File: src/rtl/logic_unit_pkg.sv
// Shared opcode encoding and result-layout constants for the pipelined logic unit.
package logic_unit_pkg;

  localparam int unsigned OP_W   = 3;
  localparam int unsigned FLAG_W = 3;

  typedef enum logic [OP_W-1:0] {
    OP_AND  = 3'd0,
    OP_OR   = 3'd1,
    OP_NOT  = 3'd2,
    OP_NAND = 3'd3,
    OP_NOR  = 3'd4,
    OP_XOR  = 3'd5,
    OP_XNOR = 3'd6,
    OP_PASS = 3'd7
  } op_t;

endpackage

File: src/rtl/logic_unit_core.sv
// Combinational op evaluation plus zero/all-ones/parity flags.
// The result is packed as {data, zero, ones, parity}.
module logic_unit_core
  import logic_unit_pkg::*;
#(
  parameter int unsigned WIDTH = 8
) (
  input  op_t                     op,
  input  logic [WIDTH-1:0]        x,
  input  logic [WIDTH-1:0]        y,
  output logic [WIDTH+FLAG_W-1:0] result_c
);

  typedef struct packed {
    logic [WIDTH-1:0] data;
    logic             zero;
    logic             ones;
    logic             parity;
  } res_t;

  logic [WIDTH-1:0] data;
  res_t             res;

  always_comb begin
    data = x;
    case (op)
      OP_AND:  data = x & y;
      OP_OR:   data = x | y;
      OP_NOT:  data = ~x;
      OP_NAND: data = ~(x & y);
      OP_NOR:  data = ~(x | y);
      OP_XOR:  data = x ^ y;
      OP_XNOR: data = ~(x ^ y);
      OP_PASS: data = x;
      default: data = x;
    endcase
  end

  always_comb begin
    res        = '0;
    res.data   = data;
    res.zero   = (data == '0);
    res.ones   = &data;
    res.parity = ^data;
  end

  assign result_c = res;

endmodule

File: src/rtl/logic_unit_pipe.sv
// Registered logic unit with a valid/ready input, a one-entry skid buffer
// and optional chaining of the last accepted result into the y operand.
module logic_unit_pipe
  import logic_unit_pkg::*;
#(
  parameter int unsigned WIDTH    = 8,
  parameter int unsigned CHAIN_EN = 1
) (
  input  logic             clk,
  input  logic             rst,
  input  logic             in_valid,
  output logic             in_ready,
  input  logic [2:0]       in_op,
  input  logic             in_chain,
  input  logic [WIDTH-1:0] in_x,
  input  logic [WIDTH-1:0] in_y,
  output logic             out_valid,
  input  logic             out_ready,
  output logic [WIDTH-1:0] out_data,
  output logic             out_zero,
  output logic             out_ones,
  output logic             out_parity
);

  typedef struct packed {
    logic [WIDTH-1:0] data;
    logic             zero;
    logic             ones;
    logic             parity;
  } res_t;

  localparam res_t RES_RST = '{data: '0, zero: 1'b1, ones: 1'b0, parity: 1'b0};

  res_t             out_r;
  res_t             skid_r;
  res_t             core_res;
  logic             skid_valid;
  logic [WIDTH-1:0] last_result;
  logic [WIDTH-1:0] y_sel;
  logic             acc;
  logic             fire;

  assign y_sel = ((CHAIN_EN != 0) && in_chain) ? last_result : in_y;

  logic_unit_core #(.WIDTH(WIDTH)) u_core (
    .op       (op_t'(in_op)),
    .x        (in_x),
    .y        (y_sel),
    .result_c (core_res)
  );

  // Ready depends only on skid occupancy, so there is no path from out_ready.
  assign in_ready = ~skid_valid;
  assign acc      = in_valid & ~skid_valid;
  assign fire     = out_valid & out_ready;

  // Output stage refills from the skid first to preserve beat order.
  always_ff @(posedge clk or posedge rst) begin
    if (rst) begin
      out_valid   <= 1'b0;
      out_r       <= RES_RST;
      skid_valid  <= 1'b0;
      skid_r      <= RES_RST;
      last_result <= '0;
    end else begin
      if (acc) begin
        last_result <= core_res.data;
      end
      if (!out_valid || fire) begin
        if (skid_valid) begin
          out_r      <= skid_r;
          out_valid  <= 1'b1;
          skid_valid <= 1'b0;
        end else if (acc) begin
          out_r     <= core_res;
          out_valid <= 1'b1;
        end else begin
          out_valid <= 1'b0;
        end
      end else if (acc) begin
        skid_r     <= core_res;
        skid_valid <= 1'b1;
      end
    end
  end

  assign out_data   = out_r.data;
  assign out_zero   = out_r.zero;
  assign out_ones   = out_r.ones;
  assign out_parity = out_r.parity;

endmodule

File: config.mk
export PLATFORM = sky130hd
export DESIGN_NAME = logic_unit_pipe
export DESIGN_NICKNAME = d
export VERILOG_FILES = /design/src/rtl/logic_unit_pkg.sv /design/src/rtl/logic_unit_core.sv /design/src/rtl/logic_unit_pipe.sv
export SDC_FILE = /design/constraint.sdc
export NUM_CORES = 1
export LEC_CHECK = 0
export CORE_MARGIN = 5
export CORE_UTILIZATION = 24
export CTS_CLUSTER_SIZE = 20
export DETAILED_ROUTE_END_ITERATION = 10
export SETUP_SLACK_MARGIN = 0.5
export SLEW_MARGIN = 15
export SYNTH_ARGS = -nofsm -noshare
export SYNTH_HDL_FRONTEND = slang
export SYNTH_SLANG_ARGS = --single-unit
File: constraint.sdc
create_clock -name clk -period 4.8 [get_ports clk]
set_input_delay 0.96 -clock clk [delete_from_list [all_inputs] [get_ports clk]]
set_output_delay 0.96 -clock clk [all_outputs]
set_load 0.05 [all_outputs]
==> results of run 1 <==
kinds of logic (layout without fill, tap and decap cells):
family                     Yosys count  after routing  share of synthesized area
xor gates and xnor gates             3              3                     0.0102
DFF                                 32             32                      0.311
AOI/OAI and AO/OA                   70             70                      0.238
muxes                               15             15                     0.0663
buffers and inverters               42             79                     0.0794
and+or+nand+nor                     87             87                      0.180
adders and majority gates           24             24                      0.116
sequential cells by signal (all words and copies together), names as in the netlist:
signal       cells
skid_r          11
last_result      8
out_data         8
out_ones         1
out_parity       1
out_valid        1
out_zero         1
skid_valid       1
worst reg2reg max path, delay by kind of cell (launching register included):
family / cells / cell delay [ns]
flip-flops: 1 / 0.38
AND/OR/NAND/NOR: 1 / 0.23
multiplexers: 2 / 0.49
buffers and inverters: 1 / 0.17
AO/OA/AOI/OAI: 3 / 0.63
adder cells (fa/ha/maj): 2 / 0.57
XOR/XNOR: 2 / 0.31
how the worst min path moves through the flow:
stage                                           from                          to  slack [ns]
after floorplan           last_result[0]$_DFFE_PP0P_  last_result[0]$_DFFE_PP0P_        0.45
after global placement         skid_r[6]$_DFFE_PP0P_       skid_r[6]$_DFFE_PP0P_        0.46
after detailed placement       skid_r[6]$_DFFE_PP0P_       skid_r[6]$_DFFE_PP0P_        0.47
after CTS                      skid_r[6]$_DFFE_PP0P_       skid_r[6]$_DFFE_PP0P_        0.48
after global routing      last_result[3]$_DFFE_PP0P_  last_result[3]$_DFFE_PP0P_        0.51
final                          skid_r[6]$_DFFE_PP0P_       skid_r[6]$_DFFE_PP0P_        0.48
cell usage after synthesis, types with 2 or more instances:
| library cell | n |
|---|---|
| sky130_fd_sc_hd__o32ai_4 | 2 |
| sky130_fd_sc_hd__nor3_1 | 2 |
| sky130_fd_sc_hd__buf_2 | 5 |
| sky130_fd_sc_hd__nand2b_1 | 8 |
| sky130_fd_sc_hd__o22ai_1 | 4 |
| sky130_fd_sc_hd__o21ai_2 | 9 |
| sky130_fd_sc_hd__dfstp_2 | 2 |
| sky130_fd_sc_hd__clkbuf_1 | 4 |
| sky130_fd_sc_hd__a22oi_1 | 7 |
| sky130_fd_sc_hd__mux2i_1 | 10 |
| sky130_fd_sc_hd__nor2_1 | 12 |
| sky130_fd_sc_hd__o21ai_1 | 7 |
| sky130_fd_sc_hd__dfrtp_1 | 30 |
| sky130_fd_sc_hd__buf_6 | 4 |
| sky130_fd_sc_hd__ha_1 | 24 |
| sky130_fd_sc_hd__nor2_2 | 2 |
| sky130_fd_sc_hd__o31ai_2 | 3 |
| sky130_fd_sc_hd__or2_2 | 2 |
| sky130_fd_sc_hd__and3b_1 | 2 |
| sky130_fd_sc_hd__nor2b_1 | 7 |
| sky130_fd_sc_hd__nand4_1 | 2 |
| sky130_fd_sc_hd__inv_1 | 25 |
| sky130_fd_sc_hd__xnor2_1 | 3 |
| sky130_fd_sc_hd__or2_1 | 3 |
| sky130_fd_sc_hd__o31ai_1 | 8 |
| sky130_fd_sc_hd__o21ai_0 | 7 |
| sky130_fd_sc_hd__o211a_1 | 2 |
| sky130_fd_sc_hd__mux2_2 | 3 |
| sky130_fd_sc_hd__o32ai_1 | 2 |
| sky130_fd_sc_hd__a21oi_1 | 5 |
| sky130_fd_sc_hd__or3b_1 | 2 |
| sky130_fd_sc_hd__buf_4 | 3 |
| sky130_fd_sc_hd__or3_1 | 2 |
| sky130_fd_sc_hd__nand2_1 | 33 |
through the flow:
stage          std cells   util  hold WS, ns
4_1_cts              446  0.304        0.482
5_1_grt              446  0.304        0.509
6_report             446  0.304        0.478
2_1_floorplan        273      -        0.448
3_5_place_dp         438  0.296        0.466
3_3_place_gp         438  0.296        0.461
per-layer routing:
metal | routed length, um | global-route usage | up-vias
met4 | 50 | 0.0285 | 0
met1 | 2750 | 0.123 | 967
met3 | 227 | 0.0202 | 6
li1 | - | - | 1032
met2 | 3010 | 0.168 | 30
met5 | 0 | 0 | -
power groups by stage:
stage               registers [uW]  clock network (uW)  logic [uW]
floorplan                      441                   0         253
global placement               369                   0         451
detailed placement             371                   0         459
CTS                            367                 217         461
global route                   375                 229         499
finish                         366                 210         455
cell type report:
type | count | share of cell area
tap | 136 | 0.0537
multi-input combinational | 199 | 0.497
sequential | 32 | 0.253
timing repair buffer | 46 | 0.137
inverter | 25 | 0.0296
clock buffer | 8 | 0.0284
==> results by stage, run 1 <==
Run status:
- The run finished with clean final reports.

Clock network:
- After clock tree synthesis, the clock-pin slew on the worst setup and hold paths is 0.06 ns.
- The number of buffers created by CTS is 5.
- The tree is rooted in a sky130_fd_sc_hd__clkbuf_8.
- The maximum number of buffers from clock root to sink is 2.
- At the later pin of the worst-skew pair, clock insertion delay measures 0.28 ns.
- The total clock sinks is 32.
- The post-CTS setup buffer count is 0.
- In this run, post-CTS repair resized a total of 0 instances.
- The post-cts hold buffer count is 0.
- In this run the number of H-tree levels came out at 2.
- TritonCTS built the clock tree.

Drt:
- The remaining antenna violation count after routing is 0.
- Before antenna repair, the detailed router went through 4 iterations.
- Using the TritonRoute via totals, the vias-per-cell ratio works out to 4.56.
- After detailed routing, the total wire length is 6.03 mm.
- After detailed routing, the number of remaining DRC violations is 0.
- Dividing the detail-routed wire length by the instance count gives 13.5 um.
- In this run, the number of DRC markers left after iteration 0 of detailed routing was 76.
- Summing over every cut layer, the via total after detailed routing is 2035.

STA:
- In this run the tightest slew margin relative to its limit is 0.487.
- The max-slew violation count is 0.
- The count of endpoints failing setup in the final report is 0.
- Setup repair after global routing left no endpoint under its margin.
- The count of final hold-check violations came to 0.
- Once routing completed, OpenROAD measured the worst setup slack at 0.722 ns.
- The final sum of negative setup slack is 0 ns.
- Subtracting the final worst setup slack from the clock period gives 4.08 ns.
- The final worst clock skew is 0.00350 ns.
- The final worst-path cycle share is 0.850.
- The transition time at the pin with the least slew margin is 0.764 ns.
- Static timing analysis puts the maximum clock frequency at 245 MHz.

Global route:
- The number of global-route vias before repair is 2148.
- The overflow left after global routing is 0.
- The aggregate global-route resource usage is 0.0974.
- The initial antenna violation count was 0.
- The first-pass GRT wire length is 10.3 mm.
- Entering global routing, the biggest net connects 33 pins.

Pwr:
- The share of total power dissipated in the clock network is 0.203.
- The power share of the sequential group is 0.355.
- The leakage power figure is 0.00139 uW.
- The share of total power dissipated in combinational logic is 0.441.
- The overall power is 1030 uW.
- The switching portion of total power is 0.382.
- In this run the power spent charging and discharging nets is 393 uW.
- The worst ir drop on vdd is 143 uV.
- The internal power consumption is 637 uW.
- The power density normalized to cell area is 325 nW/um^2.

Logic synthesis:
- The post-synth net total is 321.
- Yosys mapped a number of flops with a built-in enable equal to 0.
- Of the post-synthesis cell area, the dominant cell type holds 0.290.
- For this run, the number of Yosys warnings is 0.
- The cell area after synthesis is 2580 sq um.
- The post-synthesis instance total is 273.
- Among all flip-flop cells after synthesis, the most frequent one is sky130_fd_sc_hd__dfrtp_1.
- After synthesis, the cell types taking the most area are sky130_fd_sc_hd__dfrtp_1 (29%), sky130_fd_sc_hd__ha_1 (12%), sky130_fd_sc_hd__nand2_1 (4.8%), sky130_fd_sc_hd__mux2i_1 (3.9%), sky130_fd_sc_hd__inv_1 (3.6%).
- For this run, the register share of the synthesized area comes to 0.311.
- The cell type with the largest total area after synthesis is sky130_fd_sc_hd__dfrtp_1.
- After synthesis the netlist holds a flip-flop and latch count of 32.
- For this run, asynchronously set or reset flops after synthesis account for 1.00.
- The number of unique standard cell types used by synthesis is 61.
- The average instance area after synthesis is 9.47 sq um.

Critical path:
- The highest-delay cell along the critical path is sky130_fd_sc_hd__clkdlybuf4s50_1.
- The critical path starts at in_chain.
- The signal on the critical path passes through clkdlybuf4s50_1, mux2i_1, ha_1, o32ai_1, a2111oi_2, buf_4, or2_1, ha_1, xnor2_1, xnor2_1, o21ai_0, mux2_2.
- The register-to-register setup slack is 1.91 ns.
- The most critical setup path has its endpoint at out_parity$_DFFE_PP0P_.
- Counting cells, the worst reg-to-reg path comes to 11.
- Broken down by cell family, the worst path's largest delay share belongs to buffers and inverters.
- In this run the critical register-to-register path is captured at out_parity$_DFFE_PP0P_.
- The kind of launch point of the worst setup path is an input pin.
- The maximum fanout along the worst path is 8.
- The endpoint type of the worst setup path is a flip-flop.
- Data on the critical path arrives at its endpoint at 4.25 ns.
- The buffer and inverter count on the worst path is 2.
- The start of the worst register-to-register path is last_result[7]$_DFFE_PP0P_.
- The critical path crosses 12 cells after its start point.
- For this run, the slowest stage of the critical path takes 0.77 ns.
- For the worst setup path, the data required time is 4.97 ns.
- The start-to-end type of the worst setup path is in2reg.

Min path:
- The min-delay analysis places its worst path in the category reg2reg.
- The number of cells traversed by the worst hold path is 2.

Floorplanning:
- The die span in x is 114 um.
- The area of the core region is 10400 sq um.
- After floorplanning, the core was divided into 37 placement rows.
- The number of I/O pins is 37.
- The die is 114 um tall.
- The die covers 12900 sq um.
- The effective utilization at floorplan is 0.248.

Job:
- Across the run, the number of max-cap violations was 0.

Final layout:
- The sequential cells in the finished layout cover a total of 803 sq um.
- The filler cells instantiated in the layout total 1084.
- The final layout contains 357 nets.
- Leaving out fill and tap cells, the most frequent cell in the layout is sky130_fd_sc_hd__clkdlybuf4s50_1.
- The fraction of layout instances using a drive strength above 1 is 0.161.
- The number of antenna cells inserted is 0.
- The area taken by multi-input logic gates is 1580 sq um.
- In the layout the commonest cells are sky130_fd_sc_hd__clkdlybuf4s50_1 (36), sky130_fd_sc_hd__nand2_1 (33), sky130_fd_sc_hd__dfrtp_1 (30).
- The finished cells cover 3170 sq um.
- Compared with the post-synthesis result, the final layout area differs by 22.6%.

Place:
- Buffers placed on the I/O ports in this run total 36.
- After detailed placement, the total cell area comes to 3080 sq um.
- The placement-stage worst setup slack is 0.387 ns.
- Once detailed placement completed, the half-perimeter wirelength came to 4.81 mm.
- The placer's final routability congestion estimate is 0.756.
No activity file was read; power rests on OpenSTA's default activity.
==> run 2, diff against run 1 <==
==> constraint.sdc (replaced) <==
create_clock -name clk -period 3.6 [get_ports clk]
set_input_delay 0.72 -clock clk [delete_from_list [all_inputs] [get_ports clk]]
set_output_delay 0.72 -clock clk [all_outputs]
set_load 0.05 [all_outputs]
==> run 2 against run 1 <==
  * Non-clock buffer count increased by 18
  * Power grew 46%
  * Worst setup slack got worse by 0.12 ns
  * Combinational power grew 59%
  * Critical path depth fell by 1
  * Clock-buffer cell count stayed put
  * Routed wire length up 5.5%
  * Sequential cell count unchanged
  * Clock power up 33%
  * Final cell count up 4.0%
  * Largest power group unchanged
==> results by stage, run 2 (synthesis results as in run 1) <==
Critical path:
- The most critical setup path has its startpoint at in_op[2].
- Among all stages on the critical path, the largest delay is contributed by sky130_fd_sc_hd__clkdlybuf4s50_1.
- The maximum fanout along the worst path is 29 (+21).
- The buffer and inverter count on the worst path was 2 (unchanged).
- The register-to-register setup slack is 0.97 ns (-0.94 ns).
- Traced cell by cell, the critical path runs through clkdlybuf4s50_1, buf_12, or3_1, o311a_1, o21a_4, or2_4, ha_4, xnor2_2, xnor2_1, o21ai_1, mux2_4.
- The endpoint identified for the worst register-to-register timing path is out_parity$_DFFE_PP0P_.
- The worst setup path is launched from an input pin.
- The start-to-end type of the worst setup path is in2reg.
- The worst reg-to-reg path cell count is 11 (unchanged).
- The worst endpoint required time was 3.75 ns (-1.22 ns).
- The arrival time at the worst endpoint is 3.15 ns (-1.10 ns).
- The kind of cell with the highest combined delay along the critical path is simple AND/OR/NAND/NOR gates.
- In this run the critical register-to-register path is launched from last_result[1]$_DFFE_PP0P_.
- The cell count along the critical path is 11 (-1).
- The endpoint type of the worst setup path is a flip-flop.
- The peak per-stage delay on the critical path is 0.44 ns (-0.33 ns).

Place:
- The placer's final routability congestion estimate is 0.788 (+4.3%).
- The placement-stage worst setup slack was -0.205 ns (-0.592 ns).
- The half-perimeter wire length after placement was 4.90 mm (+1.9%).
- The placed cell count is 452 (+3.2%).
- The total of buffers placed on input and output ports is 36 (unchanged).

Floorplanning:
- The vertical die dimension is 114 um (unchanged).
- The area enclosed by the die boundary is 12900 sq um (unchanged).
- The number of I/O pins is 37 (unchanged).
- The effective utilization at floorplan is 0.248 (unchanged).
- The die span in x is 114 um (unchanged).
- The area of the core region was 10400 sq um (unchanged).
- The total number of placement rows came to 37 (unchanged).

Global route:
- The routing usage on met1 came to 0.129 (+0.00639).
- met2 is the most crowded layer.
- The initial antenna violation count is 0 (unchanged).
- The aggregate global-route resource usage came to 0.101 (+0.00313).
- The met2 usage in global routing is 0.167 (-0.000785).
- The overflow left after global routing is 0 (unchanged).
- The first-pass GRT wire length is 10.7 mm (+3.6%).
- The fraction of met3 tracks used by global routing was 0.0271 (+0.00690).
- The largest net degree at the start of global routing is 30 (-9.1%).
- The number of global-route vias before repair is 2176 (+1.3%).

Clock network:
- The clock insertion delay at the later pin of the skew report was 0.28 ns (about the same).
- The maximum number of buffers from clock root to sink is 2 (unchanged).
- TritonCTS built the clock tree.
- The CTS clock-pin slew for the worst setup and hold paths is 0.06 ns (about the same).
- The maximum level of the CTS H-tree came to 2 (unchanged).
- The clock root buffer is sky130_fd_sc_hd__clkbuf_8.
- The number of buffers created by CTS is 5 (unchanged).
- The post-cts hold buffer count was 0 (unchanged).
- The total clock sinks is 32 (unchanged).

Min path:
- The classification of the worst-slack hold path is reg2reg.
- The path with the worst hold slack has its endpoint at skid_r[2]$_DFFE_PP1P_.
- The number of cells traversed by the worst hold path is 2 (unchanged).
- The launch point of the worst hold path is skid_r[2]$_DFFE_PP1P_.

Pwr:
- The overall power was 1500 uW (+46%).
- The clock share of power is 0.187 (-0.016).
- The net load switching power is 568 uW (+45%).
- The switching portion of total power is 0.378 (-0.00328).
- The proportion of power drawn by combinational gates is 0.482 (+0.041).
- The internal power consumption is 933 uW (+47%).
- The power share of the sequential group came to 0.331 (-0.024).
- The worst ir drop on vdd is 184 uV (+28%).
- The leakage power figure is 0.00161 uW (+15%).
- The power density normalized to cell area is 418 nW/um^2 (+29%).

Final layout:
- The post-route non-filler standard cell count is 464 (+4.0%).
- The area growth from synthesis to layout is 38.9%.
- The share of the core filled with cells is 0.345 (+0.0404).
- The number of flip-flops under the largest register name is 11 (unchanged).
- The fraction of layout instances using a drive strength above 1 is 0.293 (+0.131).
- The number of antenna cells inserted is 0 (unchanged).
- The largest register by flop count is skid_r.
- The library cell used most frequently in the layout, excluding fill and tap cells, is sky130_fd_sc_hd__nand2_1.
- In the layout the commonest cells are sky130_fd_sc_hd__nand2_1 (32), sky130_fd_sc_hd__dfrtp_1 (30), sky130_fd_sc_hd__inv_1 (25).
- The number of nets in the layout is 375 (+5.0%).

STA:
- The final worst clock skew is 0.0122 ns (+0.00871 ns).
- The final worst-path cycle share is 0.832.
- The max-slew violation count is 0 (unchanged).
- Timing would allow up to 334 MHz.
- The count of final hold-check violations was 0 (unchanged).
- The count of endpoints failing setup in the final report is 0 (unchanged).
- The headroom to the max-slew limit is 0.521 (+0.0336).
- The setup slack of the critical path after layout is 0.605 ns (-0.117 ns).
- The final sum of negative setup slack is 0 ns (unchanged).
- The transition time at the pin with the least slew margin is 0.714 ns (-0.0501 ns).
- Setup repair after global routing left no endpoint under its margin.
- After layout, the minimum clock period comes to 2.99 ns.

Drt:
- The total wire length after detailed routing came to 6.37 mm (+5.5%).
- The post-detailed-route DRC marker count is 0 (unchanged).
- The number of DRC markers after the initial detailed-route iteration was 112 (+47%).
- The routed length per instance is 13.7 um (+1.4%).
- The number of vias in the routed layout is 2160 (+6.1%).
- The remaining antenna violation count after routing is 0 (unchanged).
- The number of search-and-repair iterations in the first detailed-routing pass is 4 (unchanged).
- The via density per instance was 4.66 (+2.0%).

Job:
- The max-cap violation count is 0 (unchanged).

Run status:
- The flow ran to the end, and the final reports show no timing, DRC or antenna violations.
==> run 2: per-stage QoR <==
stage | cell area (sq um) | hold WS (ns)
after floorplan | 2630 | 0.448
after global placement | 3250 | 0.461
after detailed placement | 3250 | 0.473
after CTS | 3440 | 0.486
after global routing | 3590 | 0.510
final | 3590 | 0.480
==> run 2: worst register-to-register path: stages (launching register included) <==
cell and delay (ns):
sky130_fd_sc_hd__dfrtp_1 0.42, sky130_fd_sc_hd__mux2i_4 0.15, sky130_fd_sc_hd__ha_2 0.19, sky130_fd_sc_hd__or3b_1 0.36, sky130_fd_sc_hd__o311a_1 0.13, sky130_fd_sc_hd__o21a_4 0.13, sky130_fd_sc_hd__or2_4 0.26, sky130_fd_sc_hd__ha_4 0.27
sky130_fd_sc_hd__xnor2_2 0.10, sky130_fd_sc_hd__xnor2_1 0.15, sky130_fd_sc_hd__o21ai_1 0.08, sky130_fd_sc_hd__mux2_4 0.27
==> run 2: timing repair <==
item / CTS / global route
pin swaps: 9 / 13
endpoints found under the setup margin: 5 / 2
setup buffers: 0 / 4
resized for setup: 30 / 25
hold endpoints to repair: 0 / 0
==> run 2: routing by layer <==
metal	vias to the layer above	wire length (um)
li1	1074	-
met1	1038	2760
met2	40	3230
met3	8	270
met4	0	108
met5	-	0
==> run 2: area by class of cell <==
type | count | area (sq um)
tap | 136 | 170
timing repair buffer | 64 | 626
inverter | 25 | 93.8
fill | 1061 | 6830
sequential | 32 | 803
clock buffer | 8 | 90.1
multi-input combinational | 199 | 1810
==> run 2: power groups by stage <==
stage | combinational (uW) | sequential [uW] | clock, uW
global route | 794 | 510 | 307
CTS | 696 | 497 | 287
detailed placement | 648 | 498 | 0
floorplan | 349 | 588 | 0
finish | 724 | 498 | 280
global placement | 638 | 495 | 0
==> run 2: worst max-delay path by stage <==
stage / end / slack (ns)
after floorplan: out_parity$_DFFE_PP0P_ / 0.50
after global placement: out_parity$_DFFE_PP0P_ / -0.17
after detailed placement: out_parity$_DFFE_PP0P_ / -0.20
after CTS: out_parity$_DFFE_PP0P_ / 0.50
after global routing: out_parity$_DFFE_PP0P_ / 0.51
final: out_parity$_DFFE_PP0P_ / 0.61
